### src/rtl/traffic_pkg.sv
// Shared state encoding, lamp constants and digit helper for traffic_ctrl.
package traffic_pkg;

  // Four day phases (codes match the phase output) plus the night flashing state.
  typedef enum logic [2:0] {
    NS_G  = 3'd0,
    NS_Y  = 3'd1,
    EW_G  = 3'd2,
    EW_Y  = 3'd3,
    NIGHT = 3'd4
  } state_e;

  localparam logic [2:0]  LAMP_R      = 3'b100;
  localparam logic [2:0]  LAMP_Y      = 3'b010;
  localparam logic [2:0]  LAMP_G      = 3'b001;
  localparam logic [2:0]  LAMP_OFF    = 3'b000;
  localparam logic [7:0]  DIGIT_BLANK = 8'h0F;
  localparam logic [31:0] DAT_BLANK   = {DIGIT_BLANK, DIGIT_BLANK, DIGIT_BLANK, DIGIT_BLANK};

  // Split a 0..99 value into {tens byte, units byte}; a zero tens digit stays 0.
  function automatic logic [15:0] to_bcd(input logic [6:0] val);
    logic [6:0] tens;
    logic [6:0] units;
    tens  = val / 7'd10;
    units = val % 7'd10;
    return {1'b0, tens, 1'b0, units};
  endfunction

endpackage

### src/rtl/traffic_ctrl_tick_gen.sv
// One-second prescaler: counts 0..CLK_HZ-1 while enabled, pulses tick_o on the last count.
module tick_gen #(
  parameter int unsigned CLK_HZ = 50_000_000
) (
  input  logic clk_i,
  input  logic rst_i,
  input  logic en_i,
  input  logic clr_i,
  output logic tick_o
);

  localparam int unsigned   CW      = (CLK_HZ > 1) ? $clog2(CLK_HZ) : 1;
  localparam logic [CW-1:0] CNT_MAX = CW'(CLK_HZ - 1);
  localparam logic [CW-1:0] CNT_ONE = CW'(1);

  logic [CW-1:0] cnt_q;
  logic [CW-1:0] cnt_d;

  // Next count: freeze when disabled, restart on clear or after the last count.
  always_comb begin
    cnt_d = cnt_q;
    if (!en_i) begin
      cnt_d = cnt_q;
    end else if (clr_i) begin
      cnt_d = '0;
    end else if (cnt_q == CNT_MAX) begin
      cnt_d = '0;
    end else begin
      cnt_d = cnt_q + CNT_ONE;
    end
  end

  // Count register with synchronous reset.
  always_ff @(posedge clk_i) begin
    if (rst_i) begin
      cnt_q <= '0;
    end else begin
      cnt_q <= cnt_d;
    end
  end

  assign tick_o = en_i & (cnt_q == CNT_MAX);

endmodule

### src/rtl/traffic_ctrl.sv
// Four-phase traffic light sequencer with pedestrian shortening, night flashing
// and a 4-digit countdown word for the seven-segment scanner.
module traffic_ctrl
  import traffic_pkg::*;
#(
  parameter int unsigned CLK_HZ   = 50_000_000,
  parameter int unsigned T_GREEN  = 25,
  parameter int unsigned T_YELLOW = 5,
  parameter int unsigned T_PED    = 5
) (
  input  logic        clk,
  input  logic        rst,
  input  logic        en,
  input  logic        night,
  input  logic        ped_req,
  output logic [2:0]  ns_light,
  output logic [2:0]  ew_light,
  output logic [31:0] dat,
  output logic [1:0]  phase
);

  localparam logic [6:0] SEC_G = 7'(T_GREEN);
  localparam logic [6:0] SEC_Y = 7'(T_YELLOW);
  localparam logic [6:0] SEC_P = 7'(T_PED);

  state_e      state_q, state_d;
  logic [6:0]  sec_q, sec_d;
  logic        ped_q, ped_d;
  logic        flash_q, flash_d;
  logic        tick_s, clr_s, show_s;
  logic [6:0]  ns_val_s, ew_val_s;
  logic [2:0]  ns_q, ns_d, ew_q, ew_d;
  logic [31:0] dat_q, dat_d;
  logic [1:0]  phase_q, phase_d;

  tick_gen #(.CLK_HZ(CLK_HZ)) u_tick (
    .clk_i  (clk),
    .rst_i  (rst),
    .en_i   (en),
    .clr_i  (clr_s),
    .tick_o (tick_s)
  );

  // State register: phase, seconds left, pedestrian latch, night flash level.
  always_ff @(posedge clk) begin
    if (rst) begin
      state_q <= NS_G;
      sec_q   <= SEC_G;
      ped_q   <= 1'b0;
      flash_q <= 1'b1;
    end else begin
      state_q <= state_d;
      sec_q   <= sec_d;
      ped_q   <= ped_d;
      flash_q <= flash_d;
    end
  end

  // Next state: night entry/exit first, then tick countdown, then pedestrian clamp.
  always_comb begin
    state_d = state_q;
    sec_d   = sec_q;
    flash_d = flash_q;
    clr_s   = 1'b0;
    ped_d   = (state_q == NIGHT) ? 1'b0 : (ped_q | ped_req);
    if (!en) begin
      state_d = state_q;
    end else if (night && (state_q != NIGHT)) begin
      state_d = NIGHT;
      flash_d = 1'b1;
      clr_s   = 1'b1;
      ped_d   = 1'b0;
    end else if (!night && (state_q == NIGHT)) begin
      state_d = NS_G;
      sec_d   = SEC_G;
      clr_s   = 1'b1;
      ped_d   = 1'b0;
    end else if (state_q == NIGHT) begin
      flash_d = tick_s ? ~flash_q : flash_q;
    end else if (tick_s) begin
      if (sec_q > 7'd1) begin
        sec_d = sec_q - 7'd1;
      end else begin
        // Entering a yellow drops the latch unless a new request lands on this edge.
        case (state_q)
          NS_G:    begin state_d = NS_Y; sec_d = SEC_Y; ped_d = ped_req; end
          NS_Y:    begin state_d = EW_G; sec_d = SEC_G; end
          EW_G:    begin state_d = EW_Y; sec_d = SEC_Y; ped_d = ped_req; end
          EW_Y:    begin state_d = NS_G; sec_d = SEC_G; end
          default: begin state_d = NS_G; sec_d = SEC_G; end
        endcase
      end
    end else if (((state_q == NS_G) || (state_q == EW_G)) && ped_q && (sec_q > SEC_P)) begin
      sec_d = SEC_P;
    end else begin
      sec_d = sec_q;
    end
  end

  // Output decode: lamps, phase code and time-to-next-change per direction.
  always_comb begin
    ns_d     = LAMP_R;
    ew_d     = LAMP_R;
    phase_d  = 2'b00;
    ns_val_s = sec_q;
    ew_val_s = sec_q;
    show_s   = 1'b1;
    case (state_q)
      NS_G:  begin ns_d = LAMP_G; phase_d = 2'b00; ew_val_s = sec_q + SEC_Y; end
      NS_Y:  begin ns_d = LAMP_Y; phase_d = 2'b01; end
      EW_G:  begin ew_d = LAMP_G; phase_d = 2'b10; ns_val_s = sec_q + SEC_Y; end
      EW_Y:  begin ew_d = LAMP_Y; phase_d = 2'b11; end
      NIGHT: begin
        ns_d   = flash_q ? LAMP_Y : LAMP_OFF;
        ew_d   = flash_q ? LAMP_Y : LAMP_OFF;
        show_s = 1'b0;
      end
      default: begin ns_d = LAMP_R; ew_d = LAMP_R; show_s = 1'b0; end
    endcase
    if (show_s) begin
      dat_d = {to_bcd(ns_val_s), to_bcd(ew_val_s)};
    end else begin
      dat_d = DAT_BLANK;
    end
  end

  // Output register: one cycle behind the state, frozen while en is low.
  always_ff @(posedge clk) begin
    if (rst) begin
      ns_q    <= LAMP_R;
      ew_q    <= LAMP_R;
      dat_q   <= DAT_BLANK;
      phase_q <= 2'b00;
    end else if (en) begin
      ns_q    <= ns_d;
      ew_q    <= ew_d;
      dat_q   <= dat_d;
      phase_q <= phase_d;
    end else begin
      ns_q    <= ns_q;
      ew_q    <= ew_q;
      dat_q   <= dat_q;
      phase_q <= phase_q;
    end
  end

  assign ns_light = ns_q;
  assign ew_light = ew_q;
  assign dat      = dat_q;
  assign phase    = phase_q;

endmodule

### config.mk
export PLATFORM = sky130hd
export DESIGN_NAME = traffic_ctrl
export DESIGN_NICKNAME = d
export VERILOG_FILES = /design/src/rtl/traffic_pkg.sv /design/src/rtl/traffic_ctrl_tick_gen.sv /design/src/rtl/traffic_ctrl.sv
export SDC_FILE = /design/constraint.sdc
export NUM_CORES = 1
export LEC_CHECK = 0
export BUFFER_PORTS_ARGS = -buffer_cell sky130_fd_sc_hd__buf_2
export CORE_ASPECT_RATIO = 1.25
export CORE_UTILIZATION = 30
export CTS_CLUSTER_SIZE = 40
export DETAILED_ROUTE_END_ITERATION = 10
export HOLD_SLACK_MARGIN = 0.06
export PLACE_DENSITY_LB_ADDON = 0.08
export SYNTH_ARGS = -nofsm -noshare
export SYNTH_HDL_FRONTEND = slang
export SYNTH_SLANG_ARGS = --single-unit
### constraint.sdc
create_clock -name clk -period 6.8 [get_ports clk]
set_input_delay 0.34 -clock clk [delete_from_list [all_inputs] [get_ports clk]]
set_output_delay 0.34 -clock clk [all_outputs]
set_load 0.005 [all_outputs]
==> results of run 1 <==
-- report_power, final --
part           internal [mW]  leakage, nW  switching (mW)  total, mW
combinational         0.0924         1.53           0.134      0.227
clock                  0.368        0.169           0.186      0.554
sequential             0.419        0.554          0.0152      0.434
total                  0.879         2.26           0.335       1.21
-- cell type report --
cell class / instances / area, sq um
fill: 1740 / 10600
multi-input combinational: 509 / 3440
inverter: 20 / 75.1
clock buffer: 10 / 239
tap: 216 / 270
sequential: 68 / 1360
timing repair buffer: 42 / 230
clock inverter: 6 / 111
-- per-layer routing --
metal | vias to the layer above | routed length, microns | global-route usage, %
met2 | 79 | 7220 | 30.0
met4 | 0 | 159 | 6.47
met1 | 2209 | 6330 | 19.5
li1 | 2329 | - | -
met5 | - | 0 | 0
met3 | 11 | 421 | 3.38
-- what timing repair did --
action | 4_1_cts | 5_1_grt
setup endpoints to repair | 0 | 1
gates resized for setup | 0 | 2
hold buffers | 0 | 0
-- state kept, by name (all words and copies together), names as in the netlist --
signal,flops
phase,2
ew_light,3
ns_light,3
dat,22
flash_q,1
ped_q,1
u_tick.cnt_q,26
state_q,3
sec_q,7
-- synthesized netlist by cell type, drive strengths merged, types with 5 or more instances --
library cell | count | area share [%]
o31ai | 5 | 0.74
o22ai | 7 | 0.87
a211oi | 11 | 1.9
xor2 | 16 | 3.1
nor3 | 17 | 2.2
a31oi | 8 | 0.99
nor2b | 10 | 1.2
nor3b | 10 | 1.7
buf | 20 | 2.4
a22oi | 6 | 0.89
o21ai | 33 | 3.3
dfxtp | 68 | 27
nor4 | 10 | 1.5
nand3 | 11 | 1.1
a21oi | 41 | 4.3
or2 | 14 | 1.7
ha | 20 | 5.0
inv | 20 | 1.5
nand4 | 11 | 1.4
a2111oi | 5 | 1.5
and2 | 10 | 1.2
or3 | 10 | 1.2
nand2 | 34 | 2.5
nor2 | 85 | 6.4
xnor2 | 14 | 2.4
a21o | 8 | 1.2
nand2b | 15 | 1.9
clkbuf | 25 | 1.9
and3 | 7 | 0.87
o211ai | 7 | 1.0
mux2i | 11 | 2.2
-- logic make-up (layout without fill, tap and decap cells) --
logic type,Yosys count,count (layout),synth area share [%]
AND/OR/NAND/NOR,259,259,27.9
AO/OA/AOI/OAI,175,175,25.9
flip-flops,68,68,26.9
buffers and inverters,65,78,5.72
XOR/XNOR,30,30,5.50
adder cells (fa/ha/maj),20,20,4.95
multiplexers,15,15,3.07
other,1,10,0.0742
-- stage by stage --
stage	setup WS, ns	hold WS, ns	area, sq um
floorplan	1.35	0.440	5090
global placement	0.682	0.463	5370
detailed placement	0.505	0.449	5370
CTS	0.439	0.315	5720
global route	0.123	0.339	5730
finish	0.549	0.328	5730
-- worst max-delay path, delay by kind of cell (launching register included) --
family | cells | cell delay (ns)
simple gates | 5 | 1.08
mux | 1 | 0.39
fa+ha+maj | 4 | 1.07
buf+inv | 2 | 0.26
xor+xnor | 2 | 0.57
compound gates | 11 | 2.36
flops | 1 | 0.43
-- path summary, 6_finish.rpt --
kind | startpoint | to | cells after the start
max | sec_q[0] | dat[5] | 25
min | ped_req | ped_q | 3
max reg2reg | sec_q[0] | dat[5] | 25
min reg2reg | dat[22] | dat[22] | 1
==> metrics.yaml, run 1 <==
grt:
  grtUsageTotal_pct: 16.8
  overflow: 0
  antenna_found_initial: 0
  grt_first_pass_wirelength_microns: 23100
  grt_max_degree: 49
  first_global_vias: 4492
floorplanning:
  pin_count: 45
  die_y_microns: 147
  design.die.area_sq_mm: 0.0174
  core_area_sq_mm: 0.0163
  initial_utilization_pct: 30.9
  placementRows: 52
  die_w_microns: 118
timing:
  setup_viol: 0
  slew_headroom_pct: 41.7
  tightestPinTransition_ns: 0.872
  fin_crit_ns: 6.25
  rsz0062_at_grt: "false"
  fmax_mhz: 160
  skew_ns: 0.00707
  drv_slew: 0
  finalSetupTns_ns: 0
  hold_viol_final: 0
  period_share_pct: 91.9
clock_network:
  cts_sinks: 68
  cts_buffers: 9
  h-tree-depth: 3
  cts_root_buffer: "clkbuf_16"
  worstSkewPairLatency_ns: 0.34
  cts.clk_slew.worst_paths_ns: 0.06
  cts_tree: "done"
  cts_setup_buffers: 0
  clock_path_buffers: 2
logic_synthesis:
  synth_edf_count: 0
  avgSynthCellArea_sq_um: 7.98
  netlist_area_sq_mm: 0.00505
  yosysSeqAreaShare_pct: 26.9
  synth_seq_cells: 68
  synth_ff_type: "dfxtp_1"
  yosys_warnings: 0
  synthArstFlopShare_pct: 0
  synthCells: 633
  ys_types: 85
worst_setup_path:
  critPathCaptureType: "register"
  crit_path_top_delay_cell: "dfxtp_1"
  cp.required_ns: 7.03
  arrival_ns: 6.49
  crit_top_cell: "ha_1"
  crit_fanout: 12
  regToRegSetupSlack_ns: 0.55
  crit_type: "reg -> reg"
  start_kind: "register"
  cpPeakStageDelay_ns: 0.43
route:
  drc_errors: 0
  avgRoutedWirePerCell_microns: 16.2
  routed_wl_microns: 14100
  drtIter0Drc: 213
  vias_per_cell: 5.31
  vias: 4628
  ant_nets: 0
  firstDrtPassIters: 4
placed_design:
  dp.cells: 855
  dp_hpwl_microns: 10400
  place.gp.congestion: 0.837
  port_buffers: 34
finish:
  antenna_cells: 0
  area_delta_synth_final_pct: 13.4
  most-common-layout-cells: "nor2_1 (84), dfxtp_1 (68), a21oi_1 (38)"
  fin_cells: 871
  drive_gt1_share_pct: 16.5
  utilization_pct: 35.1
  num-nets-final: 675
  final_common_cell: "nor2_1"
run:
  maxCapViolations: 0
min_path:
  hold_path_class: "in -> reg"
pwr:
  cellPowerDensity_mw_per_mm2: 212
  finalPower_mw: 1.21
  irDropWorstVdd_mv: 0.123
  leakage_nw: 2.26
outcome:
  status: "finished, final reports clean"
Note: power is estimated with default switching activity, not from simulation.
==> run 2, diff against run 1 <==
--- a/config.mk
+++ b/config.mk
@@ -6,6 +6,8 @@
 export NUM_CORES = 1
 export LEC_CHECK = 0
 export BUFFER_PORTS_ARGS = -buffer_cell sky130_fd_sc_hd__buf_2
+export CELL_PAD_IN_SITES_DETAIL_PLACEMENT = 0
+export CELL_PAD_IN_SITES_GLOBAL_PLACEMENT = 2
 export CORE_ASPECT_RATIO = 1.25
 export CORE_UTILIZATION = 30
 export CTS_CLUSTER_SIZE = 40
==> run 2 against run 1 <==
Register-to-register slack lost 0.08 ns. Combinational power about the same. Sequential share of layout area grew 0.19 points. Critical path type unchanged. First-iteration DRC count is 20% lower. Non-clock buffer count shrank 2. Largest cell class unchanged. Clock skew grew 0.0038 ns.
==> metrics.yaml, run 2 (synthesis results as in run 1) <==
worst_setup_path:
  timing.rr.start: "sec_q[0]"
  crit_top_cell: "ha_1"
  r2r_end: "dat[5]"
  cp.depth: 25
  cp.required_ns: 7.02
  cpPeakStageDelay_ns: 0.43
  regToRegSetupSlack_ns: 0.47
  crit_fanout: 12
  crit_type: "reg -> reg"
  critPathBufInv: 2
  crit_path_top_delay_cell: "dfxtp_1"
  reg2regPathDepth: 25
  arrival_ns: 6.55
  start_kind: "register"
  critPathCaptureType: "register"
  cp_top_family: "compound AO/OA/AOI/OAI gates"
grt:
  grt_first_pass_wirelength_microns: 24200
  grtUsageTotal_pct: 17.5
  grt_max_degree: 57
  first_global_vias: 4595
  antenna_found_initial: 0
  overflow: 0
route:
  drc_errors: 0
  avgRoutedWirePerCell_microns: 17.0
  routed_wl_microns: 14700
  top_layer: "met4"
  wl_met3_microns: 554
  ant_nets: 0
  route.met2.wl_microns: 7350
  firstDrtPassIters: 4
  wl_met1_microns: 6550
  vias: 4608
  drtIter0Drc: 170
  vias_per_cell: 5.30
clock_network:
  worstSkewPairLatency_ns: 0.33
  cts_setup_buffers: 0
  post_cts_resized: 0
  cts_buffers: 9
  cts_sinks: 68
  h-tree-depth: 3
  cts_root_buffer: "clkbuf_16"
  cts.clk_slew.worst_paths_ns: 0.06
  hold_buffers: 0
  cts_tree: "done"
  clock_path_buffers: 2
placed_design:
  dp_hpwl_microns: 10700
  dpl_worst_slack_ns: 0.435
  dp.cells: 853
  port_buffers: 34
  place.gp.congestion: 0.796
finish:
  final_common_cell: "nor2_1"
  largest_register_ffs: 26
  most-common-layout-cells: "nor2_1 (84), dfxtp_1 (68), a21oi_1 (38)"
  antenna_cells: 0
  num-nets-final: 673
  drive_gt1_share_pct: 15.9
  top_register: "u_tick.cnt_q"
  register_area_sq_mm: 0.00136
  fillers: 1741
  area_delta_synth_final_pct: 12.5
  multi_input_area_sq_mm: 0.00344
  utilization_pct: 34.8
  fin_cells: 869
timing:
  tightestPinTransition_ns: 0.843
  slew_headroom_pct: 43.6
  drv_slew: 0
  fin_crit_ns: 6.33
  hold_viol_final: 0
  setup_viol: 0
  finalSetupTns_ns: 0
  fmax_mhz: 158
  skew_ns: 0.0108
  period_share_pct: 93.0
  finalWorstSetupSlack_ns: 0.473
min_path:
  min_from: "ped_req"
  hold_depth: 3
  hold_path_class: "in -> reg"
  holdPathEnd: "ped_q"
floorplanning:
  die_y_microns: 147
  initial_utilization_pct: 30.9
  placementRows: 52
  pin_count: 45
  core_area_sq_mm: 0.0163
  design.die.area_sq_mm: 0.0174
  die_w_microns: 118
pwr:
  leakage_nw: 2.23
  irDropWorstVdd_mv: 0.0886
  cellPowerDensity_mw_per_mm2: 207
outcome:
  status: "finished, final reports clean"
run:
  maxCapViolations: 0
run 2: how the worst max path moves through the flow:
stage                  start     end  slack [ns]
finish              sec_q[0]  dat[5]        0.47
global route        sec_q[2]  dat[5]       -0.05
CTS                 sec_q[0]  dat[5]        0.41
detailed placement  sec_q[0]  dat[5]        0.44
global placement    sec_q[0]  dat[5]        0.63
floorplan           sec_q[0]  dat[5]        1.35
run 2: power by group:
part           switching (mW)  leakage (nW)  internal, mW
combinational           0.135          1.52        0.0921
sequential             0.0162         0.554         0.419
clock                   0.183         0.153         0.331
run 2: stage by stage:
| stage | instance area (sq um) | hold WS [ns] | power (mW) |
|---|---|---|---|
| 2_1_floorplan | 5090 | 0.440 | 0.610 |
| 3_3_place_gp | 5360 | 0.459 | 0.673 |
| 3_5_place_dp | 5360 | 0.463 | 0.672 |
| 4_1_cts | 5680 | 0.312 | 1.20 |
| 5_1_grt | 5690 | 0.343 | 1.24 |
| 6_report | 5690 | 0.331 | 1.18 |
run 2: routing by layer:
metal / up-vias / track usage [%]
li1: 2320 / -
met3: 20 / 3.53
met2: 76 / 30.3
met4: 0 / 7.05
met5: - / 0
met1: 2192 / 21.2
run 2: layout make-up:
class | count | area share [%]
Clock inverter | 4 | 1.28
Inverter | 20 | 1.32
Multi-Input combinational cell | 509 | 60.6
Timing Repair Buffer | 40 | 3.79
Clock buffer | 12 | 4.34
Tap cell | 216 | 4.75
Sequential cell | 68 | 23.9
run 2: worst reg2reg max path, delay by kind of cell (launching register included):
family | cells | cell delay (ns)
AOI/OAI and AO/OA | 11 | 2.40
xor gates and xnor gates | 2 | 0.58
adders and majority gates | 4 | 1.10
buffers and inverters | 2 | 0.24
DFF | 1 | 0.43
muxes | 1 | 0.39
and+or+nand+nor | 5 | 1.10
==> run 3, diff against run 2 <==
--- a/config.mk
+++ b/config.mk
@@ -14,6 +14,7 @@
 export DETAILED_ROUTE_END_ITERATION = 10
 export HOLD_SLACK_MARGIN = 0.06
 export PLACE_DENSITY_LB_ADDON = 0.08
+export RECOVER_POWER = 100
 export SYNTH_ARGS = -nofsm -noshare
 export SYNTH_HDL_FRONTEND = slang
 export SYNTH_SLANG_ARGS = --single-unit
==> run 3 against run 2 <==
Worst setup slack improved by 0.036 ns. Count of clock-buffer cells in the layout did not move. Worst hold slack improved by 0.00084 ns. Largest power group unchanged. Maximum frequency rose by 0.57%. Clock power barely moved. Cell count did not move. Register-to-register slack improved by 0.04 ns. First-iteration DRC count rose by 5.9%. Critical endpoint unchanged. Highest routed layer unchanged. Core utilization fell by 0.30 points. Sequential power barely moved.
==> metrics.yaml, run 3 (synthesis results as in run 1) <==
route:
  avgRoutedWirePerCell_microns: 17.0
  ant_nets: 0
  vias_per_cell: 5.30
  routed_wl_microns: 14700
  vias: 4605
  drc_errors: 0
  firstDrtPassIters: 4
  drtIter0Drc: 180
worst_setup_path:
  timing.rr.start: "sec_q[0]"
  crit_fanout: 12
  reg2regPathDepth: 25
  regToRegSetupSlack_ns: 0.51
  arrival_ns: 6.52
  start_kind: "register"
  critPathCaptureType: "register"
  cp.required_ns: 7.02
  r2r_end: "dat[5]"
  crit_type: "reg -> reg"
pwr:
  cellPowerDensity_mw_per_mm2: 208
  power.internal_mw: 0.838
  p_switching_mw: 0.334
  finalPower_mw: 1.17
  power.clock.fraction_pct: 43.8
  irDropWorstVdd_mv: 0.0887
  p_comb_share_pct: 19.0
  leakage_nw: 2.16
  seqPwrFrac_pct: 37.2
  swShare_pct: 28.5
clock_network:
  cts.clk_slew.worst_paths_ns: 0.06
  clock_path_buffers: 2
  cts_sinks: 68
  hold_buffers: 0
  cts_buffers: 9
  cts_root_buffer: "clkbuf_16"
  cts_tree: "done"
  h-tree-depth: 3
  worstSkewPairLatency_ns: 0.33
run:
  maxCapViolations: 0
timing:
  slew_headroom_pct: 43.8
  fmax_mhz: 159
  period_share_pct: 92.5
  drv_slew: 0
  finalHoldWorstSlack_ns: 0.332
  finalSetupTns_ns: 0
  fin_crit_ns: 6.29
  skew_ns: 0.0111
  tightestPinTransition_ns: 0.841
  hold_viol_final: 0
  setup_viol: 0
min_path:
  hold_path_class: "in -> reg"
  min_from: "ped_req"
  holdPathEnd: "ped_q"
  hold_depth: 3
finish:
  final_common_cell: "nor2_1"
  antenna_cells: 0
  most-common-layout-cells: "nor2_1 (84), dfxtp_1 (68), a21oi_1 (38)"
  largest_register_ffs: 26
  drive_gt1_share_pct: 11.8
  top_register: "u_tick.cnt_q"
  area_delta_synth_final_pct: 11.6
  utilization_pct: 34.5
  num-nets-final: 673
  design_area_sq_mm: 0.00564
grt:
  first_global_vias: 4595
  overflow: 0
  antenna_found_initial: 0
  grt_first_pass_wirelength_microns: 24200
  grtUsageTotal_pct: 17.5
  grt_max_degree: 57
placed_design:
  dp_hpwl_microns: 10700
  port_buffers: 34
  place.gp.congestion: 0.796
  placed_area_sq_mm: 0.00536
outcome:
  status: "finished, final reports clean"
floorplanning:
  placementRows: 52
  core_area_sq_mm: 0.0163
  initial_utilization_pct: 30.9
  design.die.area_sq_mm: 0.0174
  pin_count: 45
  die_y_microns: 147
  die_w_microns: 118
==> run 3: changes by cell type in the layout (fill, tap and decap cells not counted) <==
cell | before | now
buf_2 | 34 | 10
buf_4 | 6 | 4
o21bai_1 | 2 | 3
clkbuf_1 | 2 | 28
o21bai_4 | 1 | 0
==> run 3: routing by layer <==
metal,GRT usage (%),wire length [microns],vias up
met2,30.3,7330,76
met3,3.53,530,20
met1,21.2,6600,2190
met5,0,0,-
met4,7.05,281,0
li1,-,-,2319
==> run 3: metrics by stage <==
step,setup slack (ns),cells
after CTS,0.411,869
after global placement,0.628,853
after detailed placement,0.435,853
after global routing,-0.0502,869
after floorplan,1.35,642
final,0.509,869
==> run 3: power groups by stage <==
stage	Sequential, mW	Clock, mW	Combinational, mW
floorplan	0.439	0	0.170
global placement	0.444	0	0.229
detailed placement	0.444	0	0.228
CTS	0.435	0.531	0.229
global route	0.438	0.545	0.250
finish	0.435	0.513	0.223
==> run 3: critical path, stage by stage, from the launching register on <==
cell	delay, ns
dfxtp_1	0.43
ha_2	0.31
o21ai_1	0.32
mux2_2	0.39
o32ai_2	0.39
a311oi_2	0.15
ha_1	0.29
a31oi_1	0.14
o21ai_0	0.22
nor4_2	0.30
nor2_1	0.13
xnor2_1	0.27
inv_1	0.13
ha_1	0.26
and2_1	0.17
a311oi_2	0.36
nor3_4	0.09
xnor2_1	0.31
inv_1	0.11
ha_1	0.23
o21ai_0	0.09
o311a_1	0.18
a31oi_1	0.06
a21o_1	0.25
or3_1	0.37
a32o_1	0.24
==> run 3: area by class of cell <==
cell class,instances,area [sq um]
tap,216,270
timing repair buffer,40,178
inverter,20,75.1
fill,1751,10700
clock buffer,12,246
sequential,68,1360
clock inverter,4,72.6
multi-input combinational,509,3430
==> run 3: repair_timing <==
item | in CTS | in global routing
endpoints found under the hold margin | 0 | 0
gates resized for setup | 0 | 2
buffers inserted | 0 | 0
setup endpoints to repair | 0 | 1
==> run 3: worst max-delay path by stage <==
| stage | startpoint | depth (start not counted) | slack, ns | to |
|---|---|---|---|---|
| after floorplan | sec_q[0] | 25 | 1.35 | dat[5] |
| after global placement | sec_q[0] | 25 | 0.63 | dat[5] |
| after detailed placement | sec_q[0] | 25 | 0.44 | dat[5] |
| after CTS | sec_q[0] | 25 | 0.41 | dat[5] |
| after global routing | sec_q[2] | 24 | -0.05 | dat[5] |
| final | sec_q[0] | 25 | 0.51 | dat[5] |
